==> src/rtl/pipe_pkg.sv <==
// Shared types and constants for the elastic pipeline stage register.
// Statistics counters are built only when PIPE_STAGE_STATS_EN is defined.
package pipe_pkg;

    localparam int unsigned PIPE_CTRL_W = 14;
    localparam int unsigned PIPE_DATA_W = 175;
    localparam int unsigned PIPE_CNT_W  = 16;

    // Occupancy of the stage: nothing, main entry only, main plus skid entry
    typedef enum logic [1:0] {
        ST_EMPTY = 2'd0,
        ST_FULL  = 2'd1,
        ST_SKID  = 2'd2
    } pipe_state_e;

    // Bit offsets of the decode->execute control bundle
    localparam int unsigned IDEX_REGWRITE      = 13;
    localparam int unsigned IDEX_ALUSRC        = 12;
    localparam int unsigned IDEX_RESULTSRC_LSB = 10;
    localparam int unsigned IDEX_MEMWRITE      = 9;
    localparam int unsigned IDEX_JUMP          = 8;
    localparam int unsigned IDEX_BRANCH        = 7;
    localparam int unsigned IDEX_ALUCTRL_LSB   = 3;
    localparam int unsigned IDEX_JALSRC        = 2;
    localparam int unsigned IDEX_USRC          = 1;
    localparam int unsigned IDEX_UOCTRL        = 0;

    // Decode->execute control bundle, MSB first matching the offsets above
    typedef struct packed {
        logic       reg_write;
        logic       alu_src;
        logic [1:0] result_src;
        logic       mem_write;
        logic       jump;
        logic       branch;
        logic [3:0] alu_ctrl;
        logic       jal_src;
        logic       u_src;
        logic       uo_ctrl;
    } idex_ctrl_t;

endpackage

==> src/rtl/pipe_stage_stats.sv <==
// Saturating stall/bubble/flush cycle counters for one pipeline stage.
// Instantiated by pipe_stage_reg only when PIPE_STAGE_STATS_EN is defined.
module pipe_stage_stats
    import pipe_pkg::*;
#(
    parameter int unsigned CNT_W = PIPE_CNT_W
)(
    input  logic             CLK,
    input  logic             CLR,
    input  logic             stall_i,
    input  logic             bubble_i,
    input  logic             flush_i,
    output logic [CNT_W-1:0] stall_cnt_o,
    output logic [CNT_W-1:0] bubble_cnt_o,
    output logic [CNT_W-1:0] flush_cnt_o
);

    logic [CNT_W-1:0] stall_q,  stall_d;
    logic [CNT_W-1:0] bubble_q, bubble_d;
    logic [CNT_W-1:0] flush_q,  flush_d;

    function automatic logic [CNT_W-1:0] sat_inc(input logic [CNT_W-1:0] v, input logic en);
        return (en && (v != '1)) ? v + CNT_W'(1) : v;
    endfunction

    // Next counter values: increment on condition, stick at all-ones
    always_comb begin
        stall_d  = sat_inc(stall_q,  stall_i);
        bubble_d = sat_inc(bubble_q, bubble_i);
        flush_d  = sat_inc(flush_q,  flush_i);
    end

    // Counter registers, cleared only by CLR
    always_ff @(posedge CLK or posedge CLR) begin
        if (CLR) begin
            stall_q  <= '0;
            bubble_q <= '0;
            flush_q  <= '0;
        end else begin
            stall_q  <= stall_d;
            bubble_q <= bubble_d;
            flush_q  <= flush_d;
        end
    end

    assign stall_cnt_o  = stall_q;
    assign bubble_cnt_o = bubble_q;
    assign flush_cnt_o  = flush_q;

endmodule

==> src/rtl/pipe_stage_reg.sv <==
// Elastic pipeline stage register: valid/ready handshake, 2-entry skid buffer,
// synchronous flush, registered in_ready. Control bundle reads zero when empty.
// Optional statistics counters enabled by defining PIPE_STAGE_STATS_EN.
module pipe_stage_reg
    import pipe_pkg::*;
#(
    parameter int unsigned CTRL_W = PIPE_CTRL_W,
`ifdef PIPE_STAGE_STATS_EN
    parameter int unsigned CNT_W  = PIPE_CNT_W,
`endif
    parameter int unsigned DATA_W = PIPE_DATA_W
)(
    input  logic              CLK,
    input  logic              CLR,
    input  logic              flush_i,
    input  logic              in_valid,
    output logic              in_ready,
    input  logic [CTRL_W-1:0] in_ctrl,
    input  logic [DATA_W-1:0] in_data,
    output logic              out_valid,
    input  logic              out_ready,
    output logic [CTRL_W-1:0] out_ctrl,
`ifdef PIPE_STAGE_STATS_EN
    output logic [CNT_W-1:0]  stall_cnt,
    output logic [CNT_W-1:0]  bubble_cnt,
    output logic [CNT_W-1:0]  flush_cnt,
`endif
    output logic [DATA_W-1:0] out_data
);

    pipe_state_e       state_q,     state_d;
    logic [CTRL_W-1:0] main_ctrl_q, main_ctrl_d;
    logic [DATA_W-1:0] main_data_q, main_data_d;
    logic [CTRL_W-1:0] skid_ctrl_q, skid_ctrl_d;
    logic [DATA_W-1:0] skid_data_q, skid_data_d;
    logic              out_valid_q, out_valid_d;
    logic              in_ready_q,  in_ready_d;
    logic              accept_c;
    logic              consume_c;

    // Next-state and entry movement; ctrl is zeroed whenever a slot becomes empty
    always_comb begin
        state_d     = state_q;
        main_ctrl_d = main_ctrl_q;
        main_data_d = main_data_q;
        skid_ctrl_d = skid_ctrl_q;
        skid_data_d = skid_data_q;
        accept_c    = in_valid & in_ready_q;
        consume_c   = out_valid_q & out_ready;

        if (flush_i) begin
            state_d     = ST_EMPTY;
            main_ctrl_d = '0;
            skid_ctrl_d = '0;
        end else begin
            unique case (state_q)
                ST_EMPTY: begin
                    if (accept_c) begin
                        state_d     = ST_FULL;
                        main_ctrl_d = in_ctrl;
                        main_data_d = in_data;
                    end
                end
                ST_FULL: begin
                    if (accept_c && consume_c) begin
                        main_ctrl_d = in_ctrl;
                        main_data_d = in_data;
                    end else if (accept_c) begin
                        state_d     = ST_SKID;
                        skid_ctrl_d = in_ctrl;
                        skid_data_d = in_data;
                    end else if (consume_c) begin
                        state_d     = ST_EMPTY;
                        main_ctrl_d = '0;
                    end
                end
                ST_SKID: begin
                    if (consume_c) begin
                        state_d     = ST_FULL;
                        main_ctrl_d = skid_ctrl_q;
                        main_data_d = skid_data_q;
                        skid_ctrl_d = '0;
                    end
                end
                default: begin
                    state_d     = ST_EMPTY;
                    main_ctrl_d = '0;
                    skid_ctrl_d = '0;
                end
            endcase
        end

        out_valid_d = (state_d != ST_EMPTY);
        in_ready_d  = (state_d != ST_SKID);
    end

    // State, payload and handshake registers
    always_ff @(posedge CLK or posedge CLR) begin
        if (CLR) begin
            state_q     <= ST_EMPTY;
            main_ctrl_q <= '0;
            main_data_q <= '0;
            skid_ctrl_q <= '0;
            skid_data_q <= '0;
            out_valid_q <= 1'b0;
            in_ready_q  <= 1'b1;
        end else begin
            state_q     <= state_d;
            main_ctrl_q <= main_ctrl_d;
            main_data_q <= main_data_d;
            skid_ctrl_q <= skid_ctrl_d;
            skid_data_q <= skid_data_d;
            out_valid_q <= out_valid_d;
            in_ready_q  <= in_ready_d;
        end
    end

    assign in_ready  = in_ready_q;
    assign out_valid = out_valid_q;
    assign out_ctrl  = main_ctrl_q;
    assign out_data  = main_data_q;

`ifdef PIPE_STAGE_STATS_EN
    pipe_stage_stats #(
        .CNT_W (CNT_W)
    ) u_stats (
        .CLK          (CLK),
        .CLR          (CLR),
        .stall_i      (out_valid_q & ~out_ready),
        .bubble_i     (~out_valid_q),
        .flush_i      (flush_i),
        .stall_cnt_o  (stall_cnt),
        .bubble_cnt_o (bubble_cnt),
        .flush_cnt_o  (flush_cnt)
    );
`endif

endmodule

==> config.mk <==
export PLATFORM = sky130hd
export DESIGN_NAME = pipe_stage_reg
export DESIGN_NICKNAME = d
export VERILOG_FILES = /design/src/rtl/pipe_pkg.sv /design/src/rtl/pipe_stage_stats.sv /design/src/rtl/pipe_stage_reg.sv
export SDC_FILE = /design/constraint.sdc
export NUM_CORES = 1
export LEC_CHECK = 0
export BUFFER_PORTS_ARGS = -buffer_cell sky130_fd_sc_hd__buf_2
export CAP_MARGIN = 20
export CORE_AREA = 2 2 173 175
export DETAILED_ROUTE_END_ITERATION = 6
export DIE_AREA = 0 0 175 177
export GPL_TIMING_DRIVEN = 0
export HOLD_SLACK_MARGIN = 0.02
export PLACE_DENSITY = 0.94
export SLEW_MARGIN = 40
export SYNTH_ARGS = -nofsm -noshare
export SYNTH_HDL_FRONTEND = slang
export SYNTH_SLANG_ARGS = --single-unit
==> constraint.sdc <==
create_clock -name CLK -period 32.3 [get_ports CLK]
set_input_delay 4.845 -clock CLK [delete_from_list [all_inputs] [get_ports CLK]]
set_output_delay 4.845 -clock CLK [all_outputs]
set_load 0.005 [all_outputs]
Word level (Yosys, flattened, before mapping)
Cells that the tools add are included.

Order comparisons: 0. Multiply operators: 0. Multiplexer cells: 21. Divide/modulo/power cells: 0. Bitwise logic cells: 4. Equal/unequal tests: 13. Shift-type cells: 0. Add/sub/neg operators: 0. Reduce and logical (&&, ||, !) cells: 8.

Operators with widths (count): $mux 175 (3); $pmux 175 s3 (1); $mux 14 (8); $pmux 14 s3 (2); $mux 2 (6); $ne 3x3->1 const B (4); $reduce_and 4->1 (3); $ne 2x2->1 const B (5); $ne 4x4->1 const B (2); $pmux 2 s3 (1); $reduce_and 5->1 (1); $reduce_bool 3->1 (1); $and 1x1->1 (2); $eq 2x1->1 const B (1); $eq 2x2->1 const B (1); $logic_not 2->1 (1); $not 1->1 (2); $reduce_bool 2->1 (1); $logic_and 1x1->1 (1).

Latch bits: 0. Input port bits: 194. Bits in read-only memories: 0. Word-level logic and storage cells: 53. Output and inout bits: 191. Flip-flop bits (word level): 382. RAM bits: 0. Memories kept: 0.

Depth between registers and ports, before layout
Gate-level depths: netlist of run 1.

Word-level depth: 7. Gate-level depth with buffers: 7. Depth with buffers taken out: 4.

Worst setup path before layout of run 1
No wires, ideal clock.

Kind: in2reg. Start: input port out_ready. End: register main_data_q[162] (netlist: out_data[162]). Library setup time: 125 ps. Cell stages on the path: 6. Path slack: 26149 ps. Required time: 32175 ps. Buffers on the path: 2. Arrival: 6027 ps. Cell sequence: nand2_2 -> or2_1 -> a21oi_2 -> buf_4 -> buf_6 -> mux2_2.

Longest elaborated chain between the ends: 4. Elaborated cells between the ends (all ways): 5. Those cells by class: eq/ne: 2; bitwise: 1; reduce/logical: 2.

Ends and longest elaborated chain: start: declaration (line pipe_stage_reg.sv:21) `input logic out_ready,`; $and 1x1->1 * (line pipe_stage_reg.sv:49) `consume_c = out_valid_q & out_ready;`; $logic_and 1x1->1 (line pipe_stage_reg.sv:65) `if (accept_c && consume_c) begin`; $ne 2x2->1 (no line); $reduce_and 5->1 (no line) *; end signal: assignment (line pipe_stage_reg.sv:110) `main_data_q <= main_data_d;`; end: declaration (line pipe_stage_reg.sv:33) `logic [DATA_W-1:0] main_data_q, main_data_d;`.

Mark *: on every way between the ends. The rest lies on a longest branch, timed or not. A chain may end at the register's enable or synchronous reset.

Worst setup path after layout of run 1
Start: input port out_ready. End: register skid_data_q[64].

Longest elaborated chain between the ends: 4.

Ends and longest elaborated chain: $and 1x1->1 (line pipe_stage_reg.sv:49); $logic_and 1x1->1 (line pipe_stage_reg.sv:65); $not 1->1 (no line); $reduce_and 4->1 (no line); end signal: assignment (line pipe_stage_reg.sv:112) `skid_data_q <= skid_data_d;`; end: declaration (line pipe_stage_reg.sv:35) `logic [DATA_W-1:0] skid_data_q, skid_data_d;`.

No other way between the ends.

==> results of run 1 <==
## critical path, stage by stage
cell	delay, ns
buf_2	0.13
and2_1	0.20
nor2_1	0.08
nand2_1	0.28
buf_2	0.38
buf_2	0.34
mux2_2	0.40
## area by class of cell
| type | instances | area (um2) | area share [%] |
|---|---|---|---|
| sequential | 382 | 9560 | 45.9 |
| multi-input combinational | 1003 | 6810 | 32.7 |
| timing repair buffer | 388 | 2030 | 9.75 |
| clock buffer | 57 | 1180 | 5.65 |
| buffer | 92 | 508 | 2.44 |
| tap | 390 | 488 | 2.34 |
| clock inverter | 10 | 135 | 0.649 |
| inverter | 27 | 109 | 0.523 |
| antenna | 7 | 17.5 | 0.0841 |
## stage by stage
stage / cells / hold WS [ns] / util, %
2_1_floorplan: 1504 / 0.479 / -
3_3_place_gp: 2278 / 0.465 / 66.3
3_5_place_dp: 2282 / 0.472 / 66.7
4_1_cts: 2349 / 0.488 / 71.2
5_1_grt: 2352 / 0.505 / 71.2
6_report: 2356 / 0.484 / 71.2
## power by group through the flow
stage	registers, mW	logic [mW]	clock network [mW]
floorplan	0.711	0.196	0
global placement	0.710	0.319	0
detailed placement	0.723	0.340	0
CTS	0.719	0.346	0.469
global route	0.737	0.372	0.487
finish	0.723	0.344	0.463
## registers in the layout (all words and copies together), names as in the netlist
name         count
out_data       175
skid_data_q    175
out_ctrl        14
skid_ctrl_q     14
state_q          2
in_ready         1
out_valid        1
## Yosys cell counts (all sizes together)
library cell  count  share of area [%]
nand3             1              0.029
buf              61                2.3
o21ai             6               0.18
a21o              1              0.044
nand2b           13               0.48
nor2              3              0.066
nor3              8               0.24
o211ai            1              0.044
o22a              1              0.052
o32ai            17               0.88
dfrtp           381                 56
a211o             1              0.052
or2               3               0.11
nor2b             1              0.037
dfstp             1               0.15
nand2           546                 12
a211oi            8               0.35
o21a              1              0.044
and3              1              0.037
and3b             1              0.052
a21oi            10               0.32
inv              27               0.60
mux2i            25                1.5
mux2            350                 23
clkbuf           31               0.69
and2              1              0.037
nand4b            2               0.10
o21bai            1              0.044
nand3b            1               0.12
## final timing paths
check	startpoint	end	slack (ns)	cells past startpoint
max	out_ready	skid_data_q[64]	26.04	7
min	out_data[174]	out_data[174]	0.48	1
max reg2reg	state_q[0]	out_data[95]	29.98	7
min reg2reg	out_data[174]	out_data[174]	0.48	1
max in group asynchronous	CLR	out_data[126]	26.63	4
min in group asynchronous	CLR	out_data[15]	4.40	2
## kinds of logic (layout without fill, tap and decap cells)
group           after synthesis  after routing  synth area share (%)
simple gates                581            581                  13.4
other cells                   0              7                     0
buf+inv                     119            574                  3.59
flops                       382            382                  56.3
mux                         375            375                  24.7
compound gates               47             47                  2.00
## per-layer routing
layer	vias to the layer above	wire length, um
met5	-	48
met4	8	1930
met3	165	4050
met2	634	23300
met1	6563	17200
li1	5831	-
==> results.json, run 1 <==
{
  "antenna_left": 0,
  "total_power_mw": 1.53,
  "htreeDepth": 2,
  "cts_hold_buffers": 0,
  "firstDrtPassIters": 5,
  "grt_antenna_before_repair": 9,
  "hold_violations": 0,
  "numCtsBuffers": 40,
  "seqPwrFrac_pct": 47.3,
  "clock_skew_ns": 0.0129,
  "seq_area_frac_synth_pct": 56.3,
  "vias_per_cell": 5.60,
  "most-common-layout-cells": "nand2_1 (545), buf_2 (427), dfrtp_1 (381)",
  "critical_path_class": "in -> reg",
  "post-cts-setup-buffers": 0,
  "pwr-share-comb_pct": 22.5,
  "dpl.hpwl_um": 31800,
  "wire_per_inst_um": 19.8,
  "grt_use_met1_pct": 34.6,
  "initial_utilization_pct": 58.0,
  "yosysWarningCount": 0,
  "setup-tns-final_ns": 0,
  "use_met3_pct": 7.99,
  "crit_path_start_kind": "input port",
  "io-pin-count": 385,
  "hold_class": "reg -> reg",
  "finish.instance_area_um2": 20800,
  "rows": 63,
  "track_usage_pct": 29.6,
  "p_per_area_nw_per_um2": 73.5,
  "initialDrtViolationCount": 884,
  "rsz0062_at_grt": "false",
  "via_count": 13200,
  "grt.busiest_layer": "met2",
  "period_share_pct": 19.4,
  "pre_cts_slack_ns": 25.52,
  "cts_root_buffer": "clkbuf_16",
  "layout-drive-gt1-share_pct": 43.4,
  "max_slew_margin_pct": 52.5,
  "syn2layout_area_growth_pct": 22.7,
  "power.switching_mw": 0.427,
  "cp.arrival_ns": 6.67,
  "syn-cell-area_um2": 17000,
  "cap_viol_max_count": 0,
  "final.setup.worst_slack_ns": 26.04,
  "status": "completed",
  "avgSynthCellArea_um2": 11.3,
  "synth.net_count": 1698,
  "syn_inst": 1504,
  "coreArea_um2": 29200,
  "p_clk_share_pct": 30.3,
  "fillers": 1822,
  "grt_max_degree": 87,
  "vdd_drop_max_mv": 0.0582,
  "grt_pass1_vias": 13900,
  "ys_types": 36,
  "drc": 0,
  "die-width_um": 175,
  "crit_fanout": 10,
  "gp_congestion": 0.844,
  "required_ns": 32.71,
  "postCtsResizedCells": 0,
  "clk_pin_slew_worst_paths_ns": 0.07,
  "endpoint_kind": "flip-flop",
  "switching_share_pct": 27.9,
  "fmax_mhz": 160,
  "grt_pass1_wl_um": 72700,
  "synth_seq_cells": 382,
  "layout_commonest_cell": "nand2_1",
  "nets": 2128,
  "cell_internal_pwr_mw": 1.10,
  "grt_use_met2_pct": 51.6,
  "worst_pin_slew_ns": 0.713,
  "cts_buffer_depth": 3,
  "setup_viol": 0,
  "cts_tree": "done",
  "routed_wl_um": 46600,
  "die_h_um": 177,
  "placed_area_um2": 19500,
  "finalMaxSlewViolations": 0,
  "fin_crit_ns": 6.26,
  "cts.sinks": 382,
  "die_area_um2": 31000,
  "numPortBuffers": 384,
  "clkLatencyLatePin_ns": 0.52,
  "power_leakage_nw": 10.5,
  "gr-total-overflow": 0
}
No activity file was read; power rests on OpenSTA's default activity.
==> run 2, diff against run 1 <==
--- a/config.mk
+++ b/config.mk
@@ -5,14 +5,15 @@
 export SDC_FILE = /design/constraint.sdc
 export NUM_CORES = 1
 export LEC_CHECK = 0
+export ABC_AREA = 1
 export BUFFER_PORTS_ARGS = -buffer_cell sky130_fd_sc_hd__buf_2
 export CAP_MARGIN = 20
-export CORE_AREA = 2 2 173 175
+export CORE_AREA = 2 2 193 195
 export DETAILED_ROUTE_END_ITERATION = 6
-export DIE_AREA = 0 0 175 177
+export DIE_AREA = 0 0 195 197
 export GPL_TIMING_DRIVEN = 0
 export HOLD_SLACK_MARGIN = 0.02
-export PLACE_DENSITY = 0.94
+export PLACE_DENSITY = 0.84
 export SLEW_MARGIN = 40
 export SYNTH_ARGS = -nofsm -noshare
 export SYNTH_HDL_FRONTEND = slang
==> constraint.sdc (replaced) <==
create_clock -name CLK -period 5.3 [get_ports CLK]
set_input_delay 0.795 -clock CLK [delete_from_list [all_inputs] [get_ports CLK]]
set_output_delay 0.795 -clock CLK [all_outputs]
set_load 0.005 [all_outputs]
==> run 2 against run 1 <==
- the run now ends with DRC left
- die area is 24% higher
- wire length is 11% higher
- worst setup slack worse by 23 ns
- non-clock buffer count is 69 higher
- sequential cell count stayed put
- global-route usage is 3.1 points lower
- register-to-register slack worse by 27 ns
- clock-buffer cell count is 1 higher
- cell count is 33% higher
- largest power group unchanged
==> results.json, run 2 <==
{
  "status": "finished, violations left",
  "violations": "DRC",
  "switching_share_pct": 31.8,
  "hold_ws_ns": 0.320,
  "dpl.hpwl_um": 37700,
  "fin_crit_ns": 2.19,
  "crit_top_cell": "nand2_1",
  "finalMaxSlewViolations": 0,
  "syn2layout_area_growth_pct": 24.6,
  "gp_congestion": 0.868,
  "ys_top_cells_by_count": "nand2_1 (786), dfrtp_1 (381), o21ai_0 (299)",
  "yosysTopAreaCell": "dfrtp_1",
  "startpoint": "in_ready",
  "synth_seq_cells": 382,
  "syn_inst": 2174,
  "cell_internal_pwr_mw": 6.89,
  "path_buf_inv": 2,
  "layout-drive-gt1-share_pct": 23.2,
  "htreeDepth": 2,
  "cp.arrival_ns": 2.66,
  "synth_edf_count": 0,
  "r2r-start": "in_ready",
  "p_clk_share_pct": 29.9,
  "die_h_um": 197,
  "worst_pin_slew_ns": 0.582,
  "grt_pass1_wl_um": 82000,
  "endpoint_kind": "flip-flop",
  "synth_ff_type": "dfrtp_1",
  "critical_path.max_stage_delay_ns": 0.53,
  "cts_buffer_depth": 3,
  "wire_per_inst_um": 16.5,
  "grt_pass1_vias": 16300,
  "placed_area_um2": 20400,
  "ys_types": 24,
  "most-common-layout-cells": "nand2_1 (786), buf_2 (448), dfrtp_1 (381)",
  "crit_path_top_delay_cell": "dfstp_2",
  "yosysWarningCount": 0,
  "drc": 2,
  "cp_cell_sequence": "nand2_1 > nand2_1 > nand3_1 > nor2_4 > buf_2 > buf_2 > nand3_1 > nand2_1",
  "period_share_pct": 41.3,
  "synth.net_count": 2368,
  "critical_path_class": "reg -> reg",
  "initialDrtViolationCount": 1078,
  "p_per_area_nw_per_um2": 463,
  "clock_skew_ns": 0.0114,
  "cts.sinks": 382,
  "hold_violations": 0,
  "firstDrtPassIters": 7,
  "crit_fanout": 10,
  "critical_path.top_delay_family": "simple AND/OR/NAND/NOR gates",
  "rsz0062_at_grt": "false",
  "layout_commonest_cell": "nand2_1",
  "power.switching_mw": 3.22,
  "antenna_left": 0,
  "syn-cell-area_um2": 17500,
  "numCtsBuffers": 40,
  "setup_viol": 0,
  "synthTopCellsByArea": "dfrtp_1 (54%), nand2_1 (17%), o21ai_0 (8.5%), nand3_1 (5.9%), inv_1 (4.4%)",
  "hold_class": "in -> async",
  "post-cts-setup-buffers": 0,
  "cts_root_buffer": "clkbuf_16",
  "fmax_mhz": 456,
  "synth.most_common_cell": "nand2_1",
  "finish.instance_area_um2": 21800,
  "seq_area_frac_synth_pct": 54.6,
  "vias_per_cell": 5.26,
  "required_ns": 5.77,
  "post-synth-top-area-fraction_pct": 54.4,
  "die-width_um": 195,
  "coreArea_um2": 36300,
  "initial_utilization_pct": 48.3,
  "seqPwrFrac_pct": 45.2,
  "grt_antenna_before_repair": 13,
  "clk_pin_slew_worst_paths_ns": 0.06,
  "async_reset_ff_share_pct": 100,
  "nets": 2810,
  "rows": 70,
  "numPortBuffers": 384,
  "gr-total-overflow": 0,
  "grt_max_degree": 29,
  "power_leakage_nw": 12.0,
  "track_usage_pct": 26.5,
  "cts_hold_buffers": 0,
  "crit_path_start_kind": "flip-flop",
  "routed_wl_um": 51600,
  "cts_tree": "done",
  "die_area_um2": 38400,
  "io-pin-count": 385,
  "vdd_drop_max_mv": 0.329,
  "via_count": 16400,
  "clkLatencyLatePin_ns": 0.54,
  "max_slew_margin_pct": 61.1,
  "cap_viol_max_count": 0,
  "postCtsResizedCells": 0,
  "avgSynthCellArea_um2": 8.06,
  "pwr-share-comb_pct": 24.8
}
## run 2: path summary, 6_finish.rpt
check	end	slack, ns	cells after the start
worst max-delay path	out_data[76]	3.11	8
worst min-delay path	out_data[119]	0.32	2
worst max register to register	out_data[76]	3.11	8
worst min register to register	out_data[100]	0.47	2
max in group asynchronous	out_data[52]	3.45	8
min in group CLK	out_data[100]	0.47	2
## run 2: power groups by stage
stage / clock network [mW] / logic [mW] / registers (mW)
floorplan: 0 / 1.38 / 4.54
global placement: 0 / 2.35 / 4.55
detailed placement: 0 / 2.50 / 4.58
CTS: 3.06 / 2.52 / 4.55
global route: 3.17 / 2.84 / 4.68
finish: 3.02 / 2.51 / 4.57
## run 2: per-layer routing
layer | track usage (%) | part of all wire (%) | vias up
met3 | 5.30 | 7.1 | 156
met1 | 33.5 | 41 | 7843
met4 | 13.3 | 4.7 | 2
met2 | 43.5 | 47 | 677
li1 | - | - | 7769
met5 | 0 | 0.027 | -
## run 2: logic make-up (layout without fill, tap and decap cells)
family	after synthesis	after routing	synth area share, %
AND/OR/NAND/NOR	1061	1061	24.6
other	0	13	0
flip-flops	382	382	54.6
buffers and inverters	359	831	9.47
AO/OA/AOI/OAI	372	372	11.4
## run 2: cell type report
type,instances,area (um2)
Antenna cell,13,32.5
Buffer,149,868
Clock buffer,58,1160
Clock inverter,14,245
Fill cell,3032,14400
Inverter,210,795
Multi-Input combinational cell,1433,6300
Sequential cell,382,9560
Tap cell,468,586
Timing Repair Buffer,400,2290
## run 2: metrics by stage
step | power [mW] | instances | setup WS (ns) | utilization (%) | setup TNS [ns]
2_1_floorplan | 5.92 | 2174 | -0.628 | - | -239.34
4_1_cts | 10.1 | 3114 | 3.13 | 60.1 | 0
5_1_grt | 10.7 | 3124 | 3.00 | 60.2 | 0
6_report | 10.1 | 3127 | 3.11 | 60.2 | 0
3_3_place_gp | 6.89 | 3026 | -2.58 | 55.3 | -969.08
3_5_place_dp | 7.08 | 3042 | 2.81 | 56.3 | 0
==> run 3, diff against run 2 <==
--- a/config.mk
+++ b/config.mk
@@ -5,12 +5,12 @@
 export SDC_FILE = /design/constraint.sdc
 export NUM_CORES = 1
 export LEC_CHECK = 0
-export ABC_AREA = 1
+export ABC_AREA = 0
 export BUFFER_PORTS_ARGS = -buffer_cell sky130_fd_sc_hd__buf_2
 export CAP_MARGIN = 20
-export CORE_AREA = 2 2 193 195
+export CORE_AREA = 2 2 190 192
 export DETAILED_ROUTE_END_ITERATION = 6
-export DIE_AREA = 0 0 195 197
+export DIE_AREA = 0 0 192 194
 export GPL_TIMING_DRIVEN = 0
 export HOLD_SLACK_MARGIN = 0.02
 export PLACE_DENSITY = 0.84
==> constraint.sdc (replaced) <==
create_clock -name CLK -period 2 [get_ports CLK]
set_input_delay 0.3 -clock CLK [delete_from_list [all_inputs] [get_ports CLK]]
set_output_delay 0.3 -clock CLK [all_outputs]
set_load 0.005 [all_outputs]
==> run 3 against run 2 <==
- the flow finishes with violations (setup timing)
- worst setup slack got worse by 3.1 ns
- via count is 11% lower
- sequential share of layout area down 4.1 points
- first-iteration DRC count shrank 28%
- clock skew up 0.0072 ns
- combinational power increased to 2.7 times the previous value
- critical path depth down 1
- sequential cell count unchanged
- die area fell by 3.0%
- sequential power grew to 2.6 times the previous value
==> results.json, run 3 (same netlist as run 1, synthesis figures left out) <==
{
  "status": "finished, violations left",
  "violations": "setup timing",
  "cts_root_buffer": "clkbuf_16",
  "endpoint_kind": "flip-flop",
  "routed_wl_um": 57200,
  "die_area_um2": 37200,
  "die-width_um": 192,
  "clkLatencyLatePin_ns": 0.55,
  "hold_violations": 0,
  "initial_utilization_pct": 48.2,
  "switching_share_pct": 29.1,
  "rr_worst_depth": 7,
  "clk_pin_slew_worst_paths_ns": 0.06,
  "critical_path.max_stage_delay_ns": 0.56,
  "power.switching_mw": 7.73,
  "grt.busiest_layer": "met2",
  "grt_use_met2_pct": 49.8,
  "fillers": 2181,
  "grt_pass1_wl_um": 83500,
  "grt_pass1_vias": 15600,
  "crit_path_start_kind": "flip-flop",
  "die_h_um": 194,
  "via_count": 14600,
  "ff2ff_setup_slack_ns": -0.04,
  "place_inst": 2366,
  "critical_path_class": "reg -> reg",
  "numPortBuffers": 384,
  "drc": 0,
  "vias_per_cell": 5.52,
  "crit_top_cell": "buf_12",
  "rsz0062_at_grt": "true",
  "max_slew_margin_pct": 54.9,
  "grt_antenna_before_repair": 3,
  "total_power_mw": 26.6,
  "coreArea_um2": 35200,
  "numCtsBuffers": 42,
  "use_met3_pct": 7.37,
  "grt_max_degree": 28,
  "instances_no_fill": 2644,
  "firstDrtPassIters": 6,
  "holdPathStages": 2,
  "cts.sinks": 382,
  "antenna_left": 0,
  "worst_pin_slew_ns": 0.676,
  "nets": 2344,
  "cp.arrival_ns": 2.46,
  "wire_per_inst_um": 21.6,
  "clock_skew_ns": 0.0186,
  "initialDrtViolationCount": 781,
  "io-pin-count": 385,
  "grt_use_met1_pct": 32.1,
  "finish.instance_area_um2": 24100,
  "layout_commonest_cell": "nand2_1",
  "layout-drive-gt1-share_pct": 42.3,
  "fmax_mhz": 491,
  "p_clk_share_pct": 29.7,
  "cts_tree": "done",
  "syn2layout_area_growth_pct": 41.9,
  "most-common-layout-cells": "nand2_1 (542), buf_2 (407), dfrtp_1 (379)",
  "cell_internal_pwr_mw": 18.9,
  "rows": 69,
  "power_leakage_nw": 12.1,
  "seqPwrFrac_pct": 44.5,
  "cap_viol_max_count": 0,
  "crit_fanout": 10,
  "dpl.hpwl_um": 32800,
  "fin_crit_ns": 2.04,
  "hold_class": "in -> reg",
  "required_ns": 2.42,
  "vdd_drop_max_mv": 0.970,
  "period_share_pct": 102,
  "pre_cts_slack_ns": -0.446,
  "cp_cell_sequence": "nand3b_4 > or2_4 > a21oi_4 > buf_12 > buf_12 > buf_12 > mux2_2",
  "crit_path_top_delay_cell": "dfstp_2",
  "finalMaxSlewViolations": 0,
  "gr-total-overflow": 0,
  "track_usage_pct": 28.7,
  "placed_area_um2": 19900,
  "pwr-share-comb_pct": 25.8,
  "setup_viol": 61,
  "htreeDepth": 2,
  "p_per_area_nw_per_um2": 1110,
  "final.setup.worst_slack_ns": -0.0355,
  "gp_congestion": 0.821,
  "cts_buffer_depth": 3
}
## run 3: metal layers
metal	up-vias	part of all wire (%)	wire, um
met4	4	6.0	3450
met3	268	8.2	4690
met1	7240	36	20700
met5	-	0.042	24
li1	6279	-	-
met2	809	49	28300
## run 3: timing repair
item	CTS	global route
pin swaps	2	0
hold buffers	188	0
setup buffers	4	4
hold endpoints to repair	200	0
setup endpoints to repair	309	298
cloned	1	4
gates resized for setup	54	172
## run 3: power groups by stage
stage / combinational [mW] / sequential (mW) / clock (mW)
after global placement: 5.21 / 11.5 / 0
after floorplan: 3.16 / 11.5 / 0
after CTS: 6.02 / 11.6 / 7.94
after detailed placement: 5.56 / 11.7 / 0
after global routing: 7.35 / 12.0 / 8.34
final: 6.87 / 11.9 / 7.89
## run 3: final timing paths
path / from / to
worst max-delay path: in_ready / out_data[94]
worst min-delay path: in_data[94] / skid_data_q[94]
worst max register to register: in_ready / out_data[94]
worst min register to register: out_data[24] / out_data[24]
max in group asynchronous: CLR / skid_data_q[11]
min in group asynchronous: CLR / out_data[138]
## run 3: area by class of cell
type,count,area (um2),area share (%)
antenna,2,5.00,0.0208
buffer,92,754,3.13
clock buffer,60,1220,5.06
clock inverter,15,164,0.680
inverter,27,105,0.436
multi-input combinational,1003,7300,30.3
sequential,382,9560,39.7
tap,461,577,2.39
timing repair buffer,602,4400,18.3
## run 3: stage by stage
step	TNS (ns)	hold WS, ns	utilization [%]
4_1_cts	-0.0822	0.0241	66.4
3_5_place_dp	-82.89	0.338	56.4
2_1_floorplan	-1310.07	0.437	-
6_report	-0.610	0.0711	68.4
3_3_place_gp	-2145.18	0.465	55.3
5_1_grt	-3.74	0.0368	68.4
## run 3: worst max-delay path, delay by kind of cell (launching register included)
| kind | cells | cell delay, ns |
|---|---|---|
| compound gates | 1 | 0.17 |
| buf+inv | 3 | 0.47 |
| flops | 1 | 0.56 |
| mux | 1 | 0.34 |
| simple gates | 2 | 0.35 |
